File: src/rtl/axi_ldst_pkg.sv
// axi_ldst_pkg: shared types and constants for the buffered load/store AXI master
package axi_ldst_pkg;
    localparam int SB_ADDR_W = 32;
    localparam int SB_DATA_W = 32;
    localparam int SB_STRB_W = SB_DATA_W / 8;
    localparam logic [1:0] AXI_BURST_INCR = 2'b01;
    localparam logic [1:0] AXI_RESP_OKAY = 2'b00;
    typedef enum logic [1:0] {W_IDLE, W_SEND, W_RESP} wr_state_t;
    typedef enum logic [1:0] {R_IDLE, R_ADDR, R_DATA} rd_state_t;
    typedef struct packed {
        logic [SB_ADDR_W-1:0] addr;
        logic [SB_DATA_W-1:0] data;
        logic [SB_STRB_W-1:0] strb;
    } sb_entry_t;
endpackage

File: src/rtl/store_buffer_fifo.sv
// store_buffer_fifo: circular store queue with a parallel word-address match over live entries
module store_buffer_fifo
    import axi_ldst_pkg::*;
#(
    parameter int DEPTH = 4
) (
    input  logic                      clk,
    input  logic                      rst,
    input  logic                      push,
    input  sb_entry_t                 push_entry,
    input  logic                      pop,
    input  logic [SB_ADDR_W-1:0]      match_addr,
    output sb_entry_t                 head,
    output logic [$clog2(DEPTH):0]    count,
    output logic                      hit
);
    localparam int PW = $clog2(DEPTH);
    sb_entry_t mem [DEPTH];
    logic [PW-1:0] wr_ptr, rd_ptr;
    logic [DEPTH-1:0] match;
    logic unused_lsb;
    assign unused_lsb = ^match_addr[1:0];
    assign head = mem[rd_ptr];
    assign hit = |match;
    // Entry storage is not reset; only the live window between the pointers is meaningful
    always_ff @(posedge clk) begin
        if (push) mem[wr_ptr] <= push_entry;
    end
    // Pointers wrap naturally at the power-of-two depth; count tracks occupancy
    always_ff @(posedge clk) begin
        if (rst) begin
            wr_ptr <= '0;
            rd_ptr <= '0;
            count  <= '0;
        end else begin
            if (push) wr_ptr <= wr_ptr + 1'b1;
            if (pop) rd_ptr <= rd_ptr + 1'b1;
            count <= count + (PW+1)'(push) - (PW+1)'(pop);
        end
    end
    for (genvar i = 0; i < DEPTH; i++) begin : g_match
        logic [PW-1:0] ofs;
        assign ofs = PW'(i) - rd_ptr;
        assign match[i] = ({1'b0, ofs} < count) && (mem[i].addr[SB_ADDR_W-1:2] == match_addr[SB_ADDR_W-1:2]);
    end
endmodule

File: src/rtl/axi_ldst_buffered_master.sv
// axi_ldst_buffered_master: AXI4 data master with posted store buffer and load-after-store hazard check
module axi_ldst_buffered_master
    import axi_ldst_pkg::*;
#(
    parameter int ADDR_W = SB_ADDR_W,
    parameter int DATA_W = SB_DATA_W,
    parameter int ID_W = 4,
    parameter int MASTER_ID = 1,
    parameter int SB_DEPTH = 4,
    localparam int STRB_W = DATA_W / 8
) (
    input  logic              clk,
    input  logic              rst,
    input  logic              ld_req_valid,
    output logic              ld_req_ready,
    input  logic [ADDR_W-1:0] ld_req_addr,
    output logic              ld_data_valid,
    output logic [DATA_W-1:0] ld_data,
    input  logic              st_req_valid,
    output logic              st_req_ready,
    input  logic [ADDR_W-1:0] st_req_addr,
    input  logic [DATA_W-1:0] st_req_data,
    input  logic [STRB_W-1:0] st_req_strb,
    output logic              sb_empty,
    output logic              wr_err,
    output logic              rd_err,
    output logic [ID_W-1:0]   AWID,
    output logic [ADDR_W-1:0] AWADDR,
    output logic [3:0]        AWLEN,
    output logic [2:0]        AWSIZE,
    output logic [1:0]        AWBURST,
    output logic              AWVALID,
    input  logic              AWREADY,
    output logic [DATA_W-1:0] WDATA,
    output logic [STRB_W-1:0] WSTRB,
    output logic              WLAST,
    output logic              WVALID,
    input  logic              WREADY,
    input  logic [ID_W-1:0]   BID,
    input  logic [1:0]        BRESP,
    input  logic              BVALID,
    output logic              BREADY,
    output logic [ID_W-1:0]   ARID,
    output logic [ADDR_W-1:0] ARADDR,
    output logic [3:0]        ARLEN,
    output logic [2:0]        ARSIZE,
    output logic [1:0]        ARBURST,
    output logic              ARVALID,
    input  logic              ARREADY,
    input  logic [ID_W-1:0]   RID,
    input  logic [DATA_W-1:0] RDATA,
    input  logic [1:0]        RRESP,
    input  logic              RLAST,
    input  logic              RVALID,
    output logic              RREADY
);
    localparam int CW = $clog2(SB_DEPTH) + 1;
    wr_state_t w_state, w_next;
    rd_state_t r_state, r_next;
    logic [CW-1:0] sb_count;
    sb_entry_t sb_head;
    logic sb_hit, push, pop, aw_done, w_done, aw_hs, w_hs, st_hit, ld_hs;
    logic unused_ok;
    assign unused_ok = ^{BID, BRESP[0], RID, RRESP[0], RLAST};
    assign AWID = ID_W'(MASTER_ID);
    assign ARID = ID_W'(MASTER_ID);
    assign AWLEN = 4'd0;
    assign ARLEN = 4'd0;
    assign AWSIZE = 3'($clog2(STRB_W));
    assign ARSIZE = 3'($clog2(STRB_W));
    assign AWBURST = AXI_BURST_INCR;
    assign ARBURST = AXI_BURST_INCR;
    assign WLAST = WVALID;
    assign st_req_ready = (sb_count != CW'(SB_DEPTH));
    assign push = st_req_valid && st_req_ready;
    assign pop = BVALID && BREADY;
    assign sb_empty = (sb_count == '0) && (w_state == W_IDLE);
    store_buffer_fifo #(.DEPTH(SB_DEPTH)) u_sb (
        .clk        (clk),
        .rst        (rst),
        .push       (push),
        .push_entry ('{addr: st_req_addr, data: st_req_data, strb: st_req_strb}),
        .pop        (pop),
        .match_addr (ld_req_addr),
        .head       (sb_head),
        .count      (sb_count),
        .hit        (sb_hit)
    );
    // Write engine: AW and W complete independently, then wait for the single B
    always_comb begin
        AWVALID = (w_state == W_SEND) && !aw_done;
        WVALID  = (w_state == W_SEND) && !w_done;
        BREADY  = (w_state == W_RESP);
        aw_hs   = AWVALID && AWREADY;
        w_hs    = WVALID && WREADY;
        w_next  = (w_state == W_IDLE && sb_count != '0) ? W_SEND :
                  (w_state == W_SEND && (aw_done || aw_hs) && (w_done || w_hs)) ? W_RESP :
                  (w_state == W_RESP && BVALID) ? W_IDLE : w_state;
    end
    // Write payload is captured from the buffer head when a transfer starts and held until B
    always_ff @(posedge clk) begin
        if (rst) begin
            w_state <= W_IDLE;
            aw_done <= 1'b0;
            w_done  <= 1'b0;
            wr_err  <= 1'b0;
            AWADDR  <= '0;
            WDATA   <= '0;
            WSTRB   <= '0;
        end else begin
            w_state <= w_next;
            if (w_state == W_IDLE && w_next == W_SEND) begin
                AWADDR  <= sb_head.addr;
                WDATA   <= sb_head.data;
                WSTRB   <= sb_head.strb;
                aw_done <= 1'b0;
                w_done  <= 1'b0;
            end else begin
                if (aw_hs) aw_done <= 1'b1;
                if (w_hs) w_done <= 1'b1;
            end
            if (pop && BRESP[1]) wr_err <= 1'b1;
        end
    end
    // Read engine: a load may not pass any buffered or same-cycle store to the same word
    always_comb begin
        st_hit        = st_req_valid && (st_req_addr[ADDR_W-1:2] == ld_req_addr[ADDR_W-1:2]);
        ld_req_ready  = (r_state == R_IDLE) && !sb_hit && !st_hit;
        ld_hs         = ld_req_valid && ld_req_ready;
        ARVALID       = (r_state == R_ADDR);
        RREADY        = (r_state == R_DATA);
        ld_data_valid = RREADY && RVALID;
        ld_data       = ld_data_valid ? RDATA : '0;
        rd_err        = ld_data_valid && RRESP[1];
        r_next        = (r_state == R_IDLE && ld_hs) ? R_ADDR :
                        (r_state == R_ADDR && ARREADY) ? R_DATA :
                        (r_state == R_DATA && RVALID) ? R_IDLE : r_state;
    end
    // Read state and registered load address
    always_ff @(posedge clk) begin
        if (rst) begin
            r_state <= R_IDLE;
            ARADDR  <= '0;
        end else begin
            r_state <= r_next;
            if (ld_hs) ARADDR <= ld_req_addr;
        end
    end
endmodule
File: config.mk
export PLATFORM = sky130hd
export DESIGN_NAME = axi_ldst_buffered_master
export DESIGN_NICKNAME = d
export VERILOG_FILES = /design/src/rtl/axi_ldst_pkg.sv /design/src/rtl/store_buffer_fifo.sv /design/src/rtl/axi_ldst_buffered_master.sv
export SDC_FILE = /design/constraint.sdc
export NUM_CORES = 1
export LEC_CHECK = 0
export CORE_UTILIZATION = 30
export CTS_CLUSTER_DIAMETER = 80
export DETAILED_ROUTE_END_ITERATION = 7
export PLACE_DENSITY = 0.53
export RECOVER_POWER = 25
export SLEW_MARGIN = 15
export SYNTH_ARGS = -nofsm -noshare
export SYNTH_HDL_FRONTEND = slang
export SYNTH_SLANG_ARGS = --single-unit
export TNS_END_PERCENT = 20
File: constraint.sdc
create_clock -name clk -period 6.3 [get_ports clk]
set_input_delay 0.945 -clock clk [delete_from_list [all_inputs] [get_ports clk]]
set_output_delay 0.945 -clock clk [all_outputs]
set_load 0.01 [all_outputs]
==> flow_summary_export.csv, run 1 <==
group,metric,value,unit
clocking,htreeDepth,2,
setup_path,crit_path_end_kind,"primary output",
yosys,synth_top_cell_area_share,0.491,
clocking,cts_resized,0,
detailed_routing,routed_wl,48.9,mm
sta,slew_viol_final,0,
sta,final-setup-viol-count,0,
sta,min_period,4.82,ns
yosys,ys_top_cells_by_area,"edfxtp_1 (49%), dfxtp_1 (14%), mux4_2 (9.2%)",
die,fp.dieW,237,um
die,die_height,237,um
cells_and_area,final_cell_area,21500,um^2
clocking,root_buffer,"clkbuf_16",
clocking,postCtsSetupRepairBufs,0,
sta,rsz0062_at_grt,"false",
yosys,syn_inst,1196,
die,fp-row-count,85,
clocking,clk_latency,0.58,ns
setup_path,ff2ff_setup_slack,2.86,ns
placed_design,placed_cell_area,19900,um^2
sta,worstMarginPinSlew,0.997,ns
outcome,status,"finished, final reports clean",
yosys,yosysWarningCount,0,
clocking,cts_tree,"done",
flow_run,cap_violations,0,
setup_path,critPathRequiredTime,5.35,ns
power,powerDensity,363,nW/um^2
detailed_routing,route.vias.total,10300,
die,start_util,0.306,
detailed_routing,vias_per_cell,4.70,
detailed_routing,ant_nets,0,
placed_design,hpwl,33.0,mm
global_routing,grt_pass1_wl,71.4,mm
placed_design,place_congestion,0.831,
detailed_routing,drc,0,
die,fp.coreArea,54200,um^2
cells_and_area,syn2layout_area_growth,29.5,%
yosys,synth_top_cell_by_area,"edfxtp_1",
yosys,synth_cell_types,39,
power,vdd_drop_max,0.245,mV
hold_path,hold_path.class,"reg2reg",
setup_path,path_class,"in2out",
yosys,avgSynthCellArea,13.9,um^2
cells_and_area,n_fill_cell,5142,
die,io_pins,324,
sta,fin_setup_tns,0,ns
power,leakage,7.26,nW
sta,hold_violations,0,
cells_and_area,regArea,10500,um^2
clocking,holdBufCountCts,0,
global_routing,grt_usage,0.174,
die,die_area,56400,um^2
sta,slew_headroom,0.335,
cells_and_area,drive_gt1_frac,0.112,
yosys,synth-seq-cells,386,
global_routing,antenna_found_initial,8,
clocking,cts_num_sinks,386,
setup_path,crit_path_start_kind,"input pin",
setup_path,crit_path_max_fanout,6,
placed_design,port_buffers,286,
detailed_routing,dr.first_iter.drc_count,539,
yosys,synth_area,16600,um^2
sta,fin_crit_sh,0.765,
cells_and_area,layout.nets,1616,
setup_path,cp.arrival,3.88,ns
yosys,ys_seq_area_frac,0.629,
clocking,cts-buffers-inserted,47,
global_routing,grt_max_degree,69,
detailed_routing,wl_per_cell,22.4,um
global_routing,grt_pass1_vias,10600,
clocking,clk_path_buf_depth,3,
sta,skew,0.0156,ns
clocking,clkSlewWorstSetupHoldPaths,0.06,ns
global_routing,overflow,0,
sta,fmax,207,MHz
cells_and_area,multi_input_area,5600,um^2
detailed_routing,dr.pass1.iters,5,
[final cells by class]
type                    instances  area share
diodes                          1    0.000116
multi-input cells             703       0.260
inverters                      15     0.00262
clock inverters                23      0.0121
repair buffers                298       0.137
well taps                     696      0.0405
clock buffers                  64      0.0615
flip-flops and latches        386       0.486
[flip-flops by register name, summed over array words and instances, names as in the netlist]
| register | flops |
|---|---|
| aw_done | 1 |
| u_sb.mem | 272 |
| wr_err | 1 |
| r_state | 2 |
| w_state | 2 |
| w_done | 1 |
| WDATA | 32 |
| WSTRB | 4 |
| ARADDR | 32 |
| AWADDR | 32 |
| u_sb.rd_ptr | 2 |
| u_sb.count | 3 |
| u_sb.wr_ptr | 2 |
[metal layers]
layer / wire [um] / track usage / part of all wire
met2: 24100 / 0.297 / 0.49
met5: 38 / 0 / 0.00078
met4: 1090 / 0.0504 / 0.022
met3: 3170 / 0.0395 / 0.065
met1: 20500 / 0.220 / 0.42
[placed cells by master (no fill, tap or decap), types with 9 or more instances in the layout]
master and count:
a21oi_1 77, dfxtp_1 112, mux4_2 68, dlygate4sd3_1 50, inv_1 15, edfxtp_1 272
xor2_1 81, and3_1 33, nor4_1 21, mux2i_1 32, clkdlybuf4s50_1 235, clkbuf_1 11
ha_1 10, nand2_1 138, clkbuf_16 49, nand4_1 16, nand2b_1 67, nor2_1 14
conb_1 26, buf_4 13, xnor2_1 75, clkinv_2 9
[cell usage after synthesis (all sizes together)]
| master | n |
|---|---|
| clkbuf | 47 |
| dfxtp | 114 |
| a2111oi | 3 |
| inv | 15 |
| nor3 | 7 |
| xnor2 | 75 |
| nor2 | 15 |
| xor2 | 81 |
| o221ai | 1 |
| o21ba | 1 |
| nor2b | 4 |
| a21boi | 1 |
| nand4 | 16 |
| and3 | 37 |
| buf | 69 |
| a211oi | 2 |
| nand3 | 8 |
| nor4 | 21 |
| mux2i | 32 |
| edfxtp | 272 |
| o2111ai | 4 |
| a21oi | 77 |
| fa | 1 |
| ha | 10 |
| mux4 | 68 |
| conb | 2 |
| or3 | 2 |
| and2 | 4 |
| nand2 | 139 |
| o21ai | 1 |
| nand2b | 67 |
[through the flow]
stage	std cells	hold slack, ns	total power [mW]	utilization	setup slack [ns]
2_1_floorplan	1220	0.480	4.23	-	3.17
3_3_place_gp	2098	0.441	5.13	0.368	1.46
3_5_place_dp	2098	0.446	5.16	0.368	1.44
4_1_cts	2185	0.454	7.97	0.397	1.43
5_1_grt	2185	0.472	8.20	0.397	1.21
6_report	2186	0.451	7.82	0.397	1.48
[critical path, cell delays in order]
cell and delay (ns):
clkdlybuf4s50_1 0.62, xor2_1 0.29, nor4_1 0.70, nand4_1 0.20, a2111oi_2 0.37, or3_4 0.21
nor2_1 0.07, clkdlybuf4s50_1 0.48
[worst paths after layout]
| kind | start | end | depth (start not counted) |
|---|---|---|---|
| hold / removal | WDATA[14] | WDATA[14] | 2 |
| hold reg to reg | WDATA[14] | WDATA[14] | 2 |
| setup / recovery | ld_req_addr[14] | ld_req_ready | 8 |
| setup reg to reg | u_sb.rd_ptr[0] | ARADDR[25] | 8 |
[power by group]
group	switching, mW	total (mW)	internal, mW
logic	1.03	1.77	0.736
registers	0.174	3.28	3.10
clock network	1.09	2.77	1.68
total	2.30	7.82	5.52
[cell families after synthesis]
group | synth area share
AOI/OAI and AO/OA | 0.0301
xor gates and xnor gates | 0.0822
adders and majority gates | 0.00873
buffers and inverters | 0.0416
DFF | 0.629
muxes | 0.111
other | 0.000452
and+or+nand+nor | 0.0969
(Power assumes the default switching activity.)
==> run 2: changes to the inputs <==
- PLACE_DENSITY: 0.53 -> 0.55
- clock period: 6.3 -> 3.98 ns (I/O delays scaled with it)
==> run 2 against run 1 <==
Count of clock-buffer cells in the layout decreased by 8. Combinational power increased by 63%. Total power increased by 56%. Global-route usage increased by 0.31 points. Non-clock buffer count increased by 27. Critical path depth increased by 1. Clock skew decreased by 0.0063 ns. Register-to-register slack got worse by 1.7 ns. Critical path type unchanged.
==> flow_summary_export.csv, run 2 (synthesized netlist as in run 1, its figures left out) <==
group,metric,value,unit
outcome,status,"finished, final reports clean",
global_routing,antenna_found_initial,8,
cells_and_area,final_common_cell,"edfxtp_1",
setup_path,critical-path-slowest-cell,"clkdlybuf4s50_1",
detailed_routing,dr.first_iter.drc_count,626,
sta,fin_crit_sh,0.969,
clocking,htreeDepth,2,
cells_and_area,mostFrequentLayoutCells,"edfxtp_1 (272), clkdlybuf4s50_1 (232), nand2_1 (138)",
setup_path,crit_path_start_kind,"input pin",
sta,slew_headroom,0.275,
die,die_height,237,um
sta,slew_viol_final,0,
flow_run,cap_violations,0,
placed_design,port_buffers,286,
setup_path,cp.arrival,3.26,ns
power,vdd_drop_max,0.350,mV
detailed_routing,dr.pass1.iters,5,
setup_path,crit_top_cell,"clkdlybuf4s50_1",
clocking,holdBufCountCts,0,
setup_path,crit_path_max_fanout,6,
placed_design,place_congestion,0.855,
global_routing,grt_pass1_wl,72.5,mm
sta,fmax,259,MHz
die,io_pins,324,
global_routing,grt_usage,0.177,
clocking,cts_tree,"done",
die,fp.coreArea,54200,um^2
detailed_routing,routed_wl,49.7,mm
cells_and_area,syn2layout_area_growth,30.6,%
detailed_routing,route.vias.total,10400,
power,powerDensity,563,nW/um^2
global_routing,grt_pass1_vias,10800,
sta,hold_violations,0,
cells_and_area,largest_reg_flops,272,
sta,worstMarginPinSlew,1.09,ns
clocking,clk_latency,0.57,ns
setup_path,crit_path_end_kind,"primary output",
hold_path,hold_path.class,"reg2reg",
die,fp.dieW,237,um
detailed_routing,vias_per_cell,4.72,
global_routing,grt_max_degree,112,
detailed_routing,ant_nets,0,
cells_and_area,drive_gt1_frac,0.128,
sta,holdWs,0.454,ns
clocking,cts-buffers-inserted,45,
setup_path,critPathRequiredTime,3.38,ns
detailed_routing,wl_per_cell,22.5,um
clocking,postCtsSetupRepairBufs,0,
cells_and_area,largest_register,"u_sb.mem",
clocking,root_buffer,"clkbuf_16",
power,leakage,7.39,nW
sta,rsz0062_at_grt,"false",
sta,skew,0.00932,ns
detailed_routing,drc,0,
cells_and_area,finish.utilization,0.400,
die,die_area,56400,um^2
placed_design,hpwl,34.6,mm
global_routing,overflow,0,
sta,min_period,3.86,ns
sta,final-setup-viol-count,0,
setup_path,crit_path_cell_trace,"clkdlybuf4s50_1, xor2_1, nor4_1, buf_4, nand4_1, a2111oi_2, or3_4, nor2_1, clkdlybuf4s50_1",
setup_path,path_class,"in2out",
setup_path,crit_buf_inv,3,
sta,fin_setup_tns,0,ns
die,fp-row-count,85,
die,start_util,0.306,
clocking,cts_num_sinks,386,
clocking,clk_path_buf_depth,3,
setup_path,slowest_delay,0.63,ns
clocking,clkSlewWorstSetupHoldPaths,0.06,ns
cells_and_area,layout.nets,1641,
setup_path,cp_top_family,"buffers and inverters",
## run 2: changes by cell type in the layout (fill, tap and decap cells not counted), sizes merged, moves of 2 or more
cell           before  now
dlygate4sd3        50   52
clkbuf             64   56
buf                13   40
clkdlybuf4s50     235  232
clkinv             14   19
## run 2: what timing repair did
action,CTS,global route
setup endpoints to repair,0,1
hold endpoints to repair,0,0
resized for setup,0,3
## run 2: power by group
part | total (mW) | switching, mW | leakage (nW) | internal [mW]
sequential | 5.19 | 0.283 | 3.43 | 4.91
combinational | 2.89 | 1.66 | 3.23 | 1.23
clock | 4.14 | 1.68 | 0.732 | 2.47
## run 2: stage by stage
stage | setup WS [ns] | std cells | instance area [um^2] | total power, mW
2_1_floorplan | 1.19 | 1220 | 16700 | 6.70
3_3_place_gp | 0.0510 | 2125 | 20200 | 8.23
3_5_place_dp | 0.124 | 2125 | 20200 | 8.27
4_1_cts | 0.114 | 2208 | 21700 | 12.5
5_1_grt | 0.00823 | 2209 | 21700 | 12.9
6_report | 0.122 | 2210 | 21700 | 12.2
## run 2: worst reg2reg max path, delay by kind of cell, from the launching register on
kind	cells	cell delay [ns]
AOI/OAI and AO/OA	2	0.31
buffers and inverters	4	1.03
DFF	1	0.35
muxes	1	0.23
and+or+nand+nor	2	0.80
## run 2: area by class of cell
cell class | count | area, um^2
diodes | 2 | 5.00
flip-flops and latches | 386 | 10500
clock inverters | 27 | 239
well taps | 696 | 871
clock buffers | 56 | 1240
fillers | 5118 | 32500
repair buffers | 325 | 3230
multi-input cells | 703 | 5620
inverters | 15 | 56.3
## run 2: path summary, 6_finish.rpt
check | startpoint | endpoint | slack (ns) | depth (start not counted)
min reg2reg | AWADDR[6] | AWADDR[6] | 0.45 | 2
max | ld_req_addr[23] | ld_req_ready | 0.12 | 9
min | AWADDR[6] | AWADDR[6] | 0.45 | 2
max reg2reg | u_sb.rd_ptr[0] | ARADDR[4] | 1.18 | 9
## run 2: layer usage
layer,up-vias,global-route usage,routed length [um]
met4,4,0.0540,1190
li1,4810,-,-
met3,74,0.0366,2560
met2,297,0.313,25200
met5,-,0,24
met1,5254,0.216,20600
==> run 3: changes to the inputs <==
- CAP_MARGIN: unset -> 25
- CORE_MARGIN: unset -> 2
==> run 3 against run 2 <==
Core utilization decreased by 0.46 points. Total power rose by 0.12%. Sequential power barely moved. Flip-flop and latch count stayed put. Clock skew rose by 0.011 ns. Count of clock-buffer cells in the layout rose by 1. Sequential share of layout area is 0.10 points lower. Largest power group unchanged. Critical endpoint unchanged.
==> flow_summary_export.csv, run 3 (synthesized netlist as in run 1, its figures left out) <==
group,metric,value,unit
placed_design,hpwl,33.5,mm
detailed_routing,drc,0,
sta,fmax,260,MHz
setup_path,cp.arrival,3.24,ns
power,powerDensity,562,nW/um^2
detailed_routing,wl_per_cell,21.8,um
sta,slew_viol_final,0,
cells_and_area,regArea,10500,um^2
cells_and_area,layout.nets,1634,
global_routing,overflow,0,
detailed_routing,route.vias.total,10500,
clocking,cts_resized,0,
setup_path,critPathRequiredTime,3.38,ns
flow_run,cap_violations,0,
global_routing,grt_usage,0.171,
power,vdd_drop_max,0.391,mV
clocking,clk_latency,0.57,ns
sta,rsz0062_at_grt,"false",
sta,min_period,3.84,ns
clocking,postCtsSetupRepairBufs,0,
die,fp.coreArea,55000,um^2
global_routing,grt_pass1_wl,71.2,mm
detailed_routing,dr.pass1.iters,5,
cells_and_area,final_common_cell,"edfxtp_1",
clocking,clkSlewWorstSetupHoldPaths,0.06,ns
setup_path,crit_path_end_kind,"primary output",
setup_path,path_class,"in2out",
setup_path,crit_path_max_fanout,5,
clocking,clk_path_buf_depth,3,
die,start_util,0.302,
die,fp-row-count,86,
sta,fin_crit_sh,0.965,
cells_and_area,drive_gt1_frac,0.121,
placed_design,place_congestion,0.875,
cells_and_area,mostFrequentLayoutCells,"edfxtp_1 (272), clkdlybuf4s50_1 (234), nand2_1 (138)",
clocking,htreeDepth,2,
placed_design,port_buffers,286,
global_routing,antenna_found_initial,9,
detailed_routing,ant_nets,0,
detailed_routing,routed_wl,49.1,mm
cells_and_area,multi_input_area,5600,um^2
clocking,root_buffer,"clkbuf_16",
sta,timing.final.ws_setup,0.139,ns
global_routing,grt_max_degree,76,
die,die_area,57300,um^2
die,die_height,239,um
die,io_pins,324,
cells_and_area,n_fill_cell,5229,
die,fp.dieW,239,um
sta,final-setup-viol-count,0,
sta,worstMarginPinSlew,0.988,ns
placed_design,post-place-ws,0.168,ns
detailed_routing,vias_per_cell,4.66,
clocking,holdBufCountCts,0,
sta,fin_setup_tns,0,ns
global_routing,grt_pass1_vias,10700,
cells_and_area,largest_reg_flops,272,
detailed_routing,dr.first_iter.drc_count,505,
sta,slew_headroom,0.341,
setup_path,crit_path_start_kind,"input pin",
power,leakage,7.36,nW
clocking,cts_num_sinks,386,
sta,skew,0.0201,ns
hold_path,hold_path.class,"reg2reg",
cells_and_area,largest_register,"u_sb.mem",
sta,hold_violations,0,
clocking,cts_tree,"done",
outcome,status,"finished, final reports clean",
clocking,cts-buffers-inserted,44,
cells_and_area,syn2layout_area_growth,30.9,%
==> run 3: cell count changes in the layout (fill, tap and decap cells not counted), moves of 2 or more <==
cell	delta
buf_4	-7
clkbuf_8	+3
clkinv_2	-5
clkinv_4	+2
inv_6	-2
clkinv_1	+2
clkdlybuf4s50_1	+2
==> run 3: metal layers <==
layer	part of all wire	global-route usage	up-vias	routed length (um)
met5	0.0013	0	-	65
met4	0.025	0.0491	10	1230
met3	0.058	0.0363	93	2820
met2	0.50	0.298	307	24500
met1	0.42	0.214	5300	20400
li1	-	-	4803	-
==> run 3: final cells by class <==
class | instances | area share
Multi-Input combinational cell | 703 | 0.257
Inverter | 15 | 0.00259
Sequential cell | 386 | 0.481
Tap cell | 748 | 0.0430
Antenna cell | 1 | 0.000115
Clock buffer | 57 | 0.0575
Timing Repair Buffer | 319 | 0.147
Clock inverter | 25 | 0.0120
==> run 3: per-stage QoR <==
stage	area, um^2	hold WS (ns)	power (mW)	cells	utilization
after floorplan	16700	0.480	6.70	1220	-
after global routing	21800	0.473	12.8	2253	0.396
after detailed placement	20200	0.446	8.22	2171	0.368
after global placement	20200	0.441	8.19	2171	0.368
after CTS	21800	0.454	12.5	2253	0.396
final	21800	0.452	12.2	2254	0.396
==> run 3: report_power, final <==
part           switching [mW]  leakage (nW)  internal, mW
registers               0.275          3.43          4.91
logic                    1.62          3.19          1.21
clock network            1.67         0.743          2.54
total                    3.57          7.36          8.67
==> run 3: worst paths after layout <==
check | slack (ns) | endpoint | depth (start not counted) | startpoint
worst max-delay path | 0.14 | ld_req_ready | 9 | ld_req_addr[30]
worst min-delay path | 0.45 | AWADDR[14] | 2 | AWADDR[14]
worst min register to register | 0.45 | AWADDR[14] | 2 | AWADDR[14]
worst max register to register | 1.19 | AWADDR[24] | 5 | u_sb.rd_ptr[0]
==> run 3: critical path, stage by stage <==
cell and delay (ns):
clkdlybuf4s50_1 0.56, xnor2_1 0.43, nand4_1 0.19, nor4_1 0.58, buf_4 0.20, a211oi_1 0.08
nand2_1 0.07, nor2_1 0.06, clkdlybuf4s50_1 0.47
